**src/rtl/input_router_pkg.sv**
```systemverilog
// Shared definitions for the input-router address bundle: fetch FSM states and
// default window geometry.
package input_router_pkg;

  typedef enum logic [1:0] {
    IDLE  = 2'd0,
    FETCH = 2'd1,
    DRAIN = 2'd2,
    HOLD  = 2'd3
  } fetch_state_t;

  localparam int DEF_ADDR_LENGTH = 9;
  localparam int DEF_DATA_WIDTH  = 8;
  localparam int DEF_KERNEL_SIZE = 3;

endpackage

```
**src/rtl/window_fetcher_stats.sv**
```systemverilog
// Saturating window/stall counters for window_fetcher; only instantiated when
// WINDOW_FETCHER_STATS_EN is defined.
module window_fetcher_stats (
  input  logic        i_clk,
  input  logic        i_nrst,
  input  logic        i_reg_clear,
  input  logic        i_win_done,
  input  logic        i_stall,
  output logic [31:0] o_window_count,
  output logic [31:0] o_stall_count
);

  logic [31:0] r_window_count;
  logic [31:0] r_stall_count;

  // Both counters stick at all-ones rather than wrapping.
  always_ff @(posedge i_clk) begin
    if (!i_nrst || i_reg_clear) begin
      r_window_count <= 32'd0;
      r_stall_count  <= 32'd0;
    end else begin
      if (i_win_done && (r_window_count != 32'hFFFF_FFFF)) begin
        r_window_count <= r_window_count + 32'd1;
      end
      if (i_stall && (r_stall_count != 32'hFFFF_FFFF)) begin
        r_stall_count <= r_stall_count + 32'd1;
      end
    end
  end

  assign o_window_count = r_window_count;
  assign o_stall_count  = r_stall_count;

endmodule

```
**src/rtl/window_fetcher.sv**
```systemverilog
// Fetches the nine addresses of one bundle from the activation buffer and presents
// the assembled 3x3 window downstream. Optional counters: WINDOW_FETCHER_STATS_EN.
module window_fetcher
  import input_router_pkg::*;
#(
  parameter int ADDR_WIDTH  = 6,
  parameter int ADDR_LENGTH = DEF_ADDR_LENGTH,
  parameter int DATA_WIDTH  = DEF_DATA_WIDTH,
  parameter int ROW_COUNT   = 4
) (
  input  logic                                    i_clk,
  input  logic                                    i_nrst,
  input  logic                                    i_reg_clear,
  input  logic                                    i_valid,
  input  logic [0:ADDR_LENGTH-1][ADDR_WIDTH-1:0]  i_addr,
  input  logic [ADDR_WIDTH-1:0]                   i_o_x,
  input  logic [ADDR_WIDTH-1:0]                   i_o_y,
  input  logic [ROW_COUNT-1:0]                    i_row_id,
  output logic                                    o_ready,
  output logic                                    o_rd_en,
  output logic [ADDR_WIDTH-1:0]                   o_rd_addr,
  input  logic [DATA_WIDTH-1:0]                   i_rd_data,
  output logic                                    o_valid,
  output logic [0:ADDR_LENGTH-1][DATA_WIDTH-1:0]  o_window,
  output logic [ADDR_WIDTH-1:0]                   o_o_x,
  output logic [ADDR_WIDTH-1:0]                   o_o_y,
  output logic [ROW_COUNT-1:0]                    o_row_id,
  input  logic                                    i_ready
`ifdef WINDOW_FETCHER_STATS_EN
  ,
  output logic [31:0]                             o_window_count,
  output logic [31:0]                             o_stall_count
`endif
);

  localparam int             K_W    = $clog2(ADDR_LENGTH);
  localparam logic [K_W-1:0] K_LAST = K_W'(ADDR_LENGTH - 1);

  fetch_state_t                                 r_state;
  logic [0:ADDR_LENGTH-1][ADDR_WIDTH-1:0]       r_addr;
  logic [ADDR_WIDTH-1:0]                        r_o_x;
  logic [ADDR_WIDTH-1:0]                        r_o_y;
  logic [ROW_COUNT-1:0]                         r_row_id;
  logic [K_W-1:0]                               r_k;
  logic [K_W-1:0]                               r_k_prev;
  logic                                         r_rd_pending;
  logic [0:ADDR_LENGTH-1][DATA_WIDTH-1:0]       r_window;

  logic w_rd_en;
  logic w_hold;

  assign w_rd_en = (r_state == FETCH);
  assign w_hold  = (r_state == HOLD);

  // Control FSM, bundle latch and read index.
  always_ff @(posedge i_clk) begin
    if (!i_nrst || i_reg_clear) begin
      r_state  <= IDLE;
      r_addr   <= '0;
      r_o_x    <= {ADDR_WIDTH{1'b0}};
      r_o_y    <= {ADDR_WIDTH{1'b0}};
      r_row_id <= {ROW_COUNT{1'b0}};
      r_k      <= {K_W{1'b0}};
    end else begin
      case (r_state)
        IDLE: begin
          if (i_valid) begin
            r_addr   <= i_addr;
            r_o_x    <= i_o_x;
            r_o_y    <= i_o_y;
            r_row_id <= i_row_id;
            r_k      <= {K_W{1'b0}};
            r_state  <= FETCH;
          end
        end
        FETCH: begin
          if (r_k == K_LAST) begin
            r_k     <= {K_W{1'b0}};
            r_state <= DRAIN;
          end else begin
            r_k <= r_k + {{(K_W-1){1'b0}}, 1'b1};
          end
        end
        DRAIN: r_state <= HOLD;
        HOLD: begin
          if (i_ready) begin
            r_state <= IDLE;
          end
        end
        default: r_state <= IDLE;
      endcase
    end
  end

  // Read data lands one cycle after the strobe; the index travels with it so the
  // last element is captured during DRAIN. Reset drops anything still in flight.
  always_ff @(posedge i_clk) begin
    if (!i_nrst || i_reg_clear) begin
      r_rd_pending <= 1'b0;
      r_k_prev     <= {K_W{1'b0}};
      r_window     <= '0;
    end else begin
      r_rd_pending <= w_rd_en;
      r_k_prev     <= r_k;
      if (r_rd_pending) begin
        r_window[r_k_prev] <= i_rd_data;
      end
    end
  end

  assign o_ready   = (r_state == IDLE);
  assign o_rd_en   = w_rd_en;
  assign o_rd_addr = w_rd_en ? r_addr[r_k] : {ADDR_WIDTH{1'b0}};
  assign o_valid   = w_hold;
  assign o_window  = w_hold ? r_window : '0;
  assign o_o_x     = w_hold ? r_o_x : {ADDR_WIDTH{1'b0}};
  assign o_o_y     = w_hold ? r_o_y : {ADDR_WIDTH{1'b0}};
  assign o_row_id  = w_hold ? r_row_id : {ROW_COUNT{1'b0}};

`ifdef WINDOW_FETCHER_STATS_EN
  window_fetcher_stats u_stats (
    .i_clk          (i_clk),
    .i_nrst         (i_nrst),
    .i_reg_clear    (i_reg_clear),
    .i_win_done     (w_hold && i_ready),
    .i_stall        (w_hold && !i_ready),
    .o_window_count (o_window_count),
    .o_stall_count  (o_stall_count)
  );
`endif

endmodule

```
**config.mk**
```make
export PLATFORM = sky130hd
export DESIGN_NAME = window_fetcher
export DESIGN_NICKNAME = d
export VERILOG_FILES = /design/src/rtl/input_router_pkg.sv /design/src/rtl/window_fetcher_stats.sv /design/src/rtl/window_fetcher.sv
export SDC_FILE = /design/constraint.sdc
export NUM_CORES = 1
export LEC_CHECK = 0
export CORE_ASPECT_RATIO = 0.9
export CORE_MARGIN = 8
export CORE_UTILIZATION = 30
export DETAILED_ROUTE_END_ITERATION = 8
export GPL_TIMING_DRIVEN = 1
export REMOVE_ABC_BUFFERS = 1
export SLEW_MARGIN = 0
export SYNTH_ARGS = -nofsm -noshare
export SYNTH_HDL_FRONTEND = slang
export SYNTH_SLANG_ARGS = --single-unit
```
**constraint.sdc**
```tcl
create_clock -name i_clk -period 1.9 [get_ports i_clk]
set_clock_uncertainty 0.1 [all_clocks]
set_input_delay 0.285 -clock i_clk [delete_from_list [all_inputs] [get_ports i_clk]]
set_output_delay 0.285 -clock i_clk [all_outputs]
set_load 0.01 [all_outputs]
```
==> results of run 1 <==
[registers in the layout, indices dropped and copies added, names as in the netlist]
name          cells
r_state           2
r_k               4
r_o_y             6
r_k_prev          4
r_window         72
r_o_x             6
r_rd_pending      1
r_addr           54
r_row_id          4
[critical path, stage by stage (launching register included)]
cell	delay, ns
dfxtp_4	0.38
buf_16	0.14
nor4b_4	0.29
buf_6	0.18
buf_6	0.10
a211oi_4	0.05
a211oi_2	0.26
buf_2	0.20
[what timing repair did]
action | 4_1_cts | 5_1_grt
endpoints found under the setup margin | 97 | 108
pin swaps | 28 | 67
hold buffers | 0 | 0
gates cloned | 14 | 2
setup buffers | 32 | 11
resized for setup | 525 | 142
[logic make-up after synthesis]
group                      Yosys count  synth area share [%]
muxes                               20                  4.09
DFF                                153                  45.0
AOI/OAI and AO/OA                  241                  19.0
adders and majority gates            6                  1.10
and+or+nand+nor                    344                  25.1
buffers and inverters               95                  5.77
[cells in the final DEF (no fill, tap or decap), types with 4 or more instances in the layout]
cell type,count
nand2_2,4
and2_4,86
o21ai_1,18
dfxtp_1,150
nand2_1,149
nand3_1,74
clkbuf_16,19
buf_4,29
buf_12,18
a211oi_2,9
inv_6,4
nor2_1,4
o21ai_0,54
buf_8,7
mux4_2,6
buf_16,10
nor2b_1,5
inv_1,8
a221o_1,6
buf_2,8
buf_6,109
clkdlybuf4s50_1,82
a21oi_1,143
mux2i_1,14
[layout make-up]
type | instances | area (um2)
tap | 297 | 372
multi-input combinational | 611 | 3730
clock buffer | 19 | 443
timing repair buffer | 267 | 3120
sequential | 153 | 3070
clock inverter | 13 | 120
inverter | 10 | 40.0
fill | 2133 | 11500
[per-stage QoR]
stage	cells	util, %	hold WS, ns	area (um2)
2_1_floorplan	774	-	0.321	6460
3_3_place_gp	1292	40.9	0.337	9160
3_5_place_dp	1292	40.9	0.344	9160
4_1_cts	1368	46.6	0.286	10400
5_1_grt	1370	48.7	0.295	10900
6_report	1370	48.7	0.306	10900
[power groups by stage]
stage / logic, mW / registers [mW] / clock network [mW]
CTS: 0.651 / 3.29 / 3.32
detailed placement: 0.620 / 3.36 / 0
global placement: 0.620 / 3.36 / 0
global route: 0.709 / 3.30 / 3.47
floorplan: 0.234 / 3.36 / 0
finish: 0.657 / 3.29 / 3.25
[routing by layer]
| layer | wire length [um] | global-route usage [%] | vias up | part of all wire, % |
|---|---|---|---|---|
| li1 | - | - | 3322 | - |
| met1 | 11000 | 22.2 | 3137 | 46 |
| met2 | 10800 | 24.6 | 274 | 45 |
| met3 | 1930 | 6.09 | 17 | 8.1 |
| met4 | 139 | 3.39 | 0 | 0.58 |
| met5 | 0 | 0 | - | 0 |
[how the worst min path moves through the flow]
| stage | end | slack [ns] | depth (start not counted) |
|---|---|---|---|
| floorplan | r_addr[30]$_SDFFE_PP0P_ | 0.32 | 2 |
| global placement | r_o_x[1]$_SDFFE_PP0P_ | 0.34 | 2 |
| detailed placement | r_o_y[3]$_SDFFE_PP0P_ | 0.34 | 2 |
| CTS | r_o_x[5]$_SDFFE_PP0P_ | 0.29 | 3 |
| global route | r_addr[23]$_SDFFE_PP0P_ | 0.30 | 3 |
| finish | r_o_y[3]$_SDFFE_PP0P_ | 0.31 | 3 |
==> flow_summary.toml, run 1 <==
[die]
io-pin-count = 180
fp.dieH_um = 159
die_area_mm2 = 0.0278
start_util_pct = 30.4
rows = 52
core_area_mm2 = 0.0224
dieWidth_um = 175

[logic_synthesis]
synthFlopType = "dfxtp_1"
yosys.area.top_type_share_pct = 45.0
synth_top_area_cell = "dfxtp_1"
yosys-top-cells-area = "dfxtp_1, a21oi_1, nand2_1, and2_1, nand3_1"
ys_warn_count = 0
synth_edf_count = 0
avgSynthCellArea_um2 = 7.93
ys_seq_area_share_pct = 45.0
async_flop_share_pct = 0
syn_inst = 859
ys_ff_latch = 153
synthTopCellsByCount = "dfxtp_1, nand2_1, a21oi_1"
synth_area_mm2 = 0.00681
ys_types = 38

[min_path]
hold_path_class = "input port to register"
holdCritStartpoint = "i_o_y[3]"

[global_route]
grt_max_degree = 44
gr-total-overflow = 0
grt_pass1_vias = 6618
grt_pass1_wl_um = 36900
globalRouteTotalUtil_pct = 16.4
antenna_found_initial = 0

[power_and_ir_drop]
clkPwrFrac_pct = 45.2
p_switching_mw = 1.76
p_per_area_mw_per_mm2 = 661
p_total_mw = 7.20
seq_power_share_pct = 45.7
ir_worst_vdd_mv = 0.530
combPwrFrac_pct = 9.1
internal_power_mw = 5.44
switching_share_pct = 24.5
cellLeakagePower_nw = 4.05

[route]
wl_per_cell_um = 17.4
drc = 0
vias = 6750
antenna_left = 0
vias_per_cell = 4.93
drtIter0Drc = 571
firstDrtPassIters = 5
wirelength_um = 23900

[job]
max_cap_viol_count = 0

[finish]
final_nets = 1149
area_growth_pct = 59.8
diodes = 0
drive_above_1_share_pct = 31.6

[critical_path]
worstSetupStartpoint = "r_k[0]$_SDFFE_PP0P_"
crit_path_end_kind = "primary output"
cp-start-kind = "register"
reg2regPathDepth = 8
crit_fanout = 5
cp.arrival_ns = 2.03
path_class = "register to primary output"
reg2reg_slack_ns = 0.06
r2r-start = "r_k[0]$_SDFFE_PP0P_"
crit_required_ns = 1.51
r2r-end = "r_state[0]$_SDFFE_PP0P_"
critPathCapture = "o_rd_addr[3]"

[place]
io_buffers = 179
dp_hpwl_um = 14800
pre_cts_ws_ns = -0.511
place.gp.congestion = 0.804

[sta]
setup_viol = 58
fin_setup_tns_ns = -7.42
finalHoldViolations = 0
tightestPinTransition_ns = 0.648
rsz0062_at_grt = "true"
layout_setup_ws_ns = -0.519
slew_viol_final = 0
relSlewSlack_pct = 56.8
min_period_ns = 2.42
fin_crit_sh_pct = 127
max_freq_ghz = 0.413

[clocking]
cts_root_buf = "clkbuf_16"
cts_buffers = 17
insertion_delay_ns = 0.41
path_clk_slew_ns = 0.06
clock_path_buffers = 2
cts_sinks = 153
htree_levels = 4
cts_tree = "yes"

[outcome]
violations = "setup timing"
status = "complete, but fails checks"
Note: power is estimated with default switching activity, not from simulation.
==> inputs of run 2 (changes only) <==
--- a/config.mk
+++ b/config.mk
@@ -10,6 +10,7 @@
 export CORE_UTILIZATION = 30
 export DETAILED_ROUTE_END_ITERATION = 8
 export GPL_TIMING_DRIVEN = 1
+export HOLD_SLACK_MARGIN = 0.15
 export REMOVE_ABC_BUFFERS = 1
 export SLEW_MARGIN = 0
 export SYNTH_ARGS = -nofsm -noshare
==> results of run 2 <==
The final DEF is identical to that of run 1; final timing and power are the same.
==> inputs of run 3 (changes only) <==
--- a/config.mk
+++ b/config.mk
@@ -15,4 +15,5 @@
 export SLEW_MARGIN = 0
 export SYNTH_ARGS = -nofsm -noshare
 export SYNTH_HDL_FRONTEND = slang
+export SYNTH_HIERARCHICAL = 1
 export SYNTH_SLANG_ARGS = --single-unit
==> results of run 3 <==
The final DEF is identical to that of run 1; final timing and power are the same.
Among the figures that moved: Yosys warning count 0 -> 6
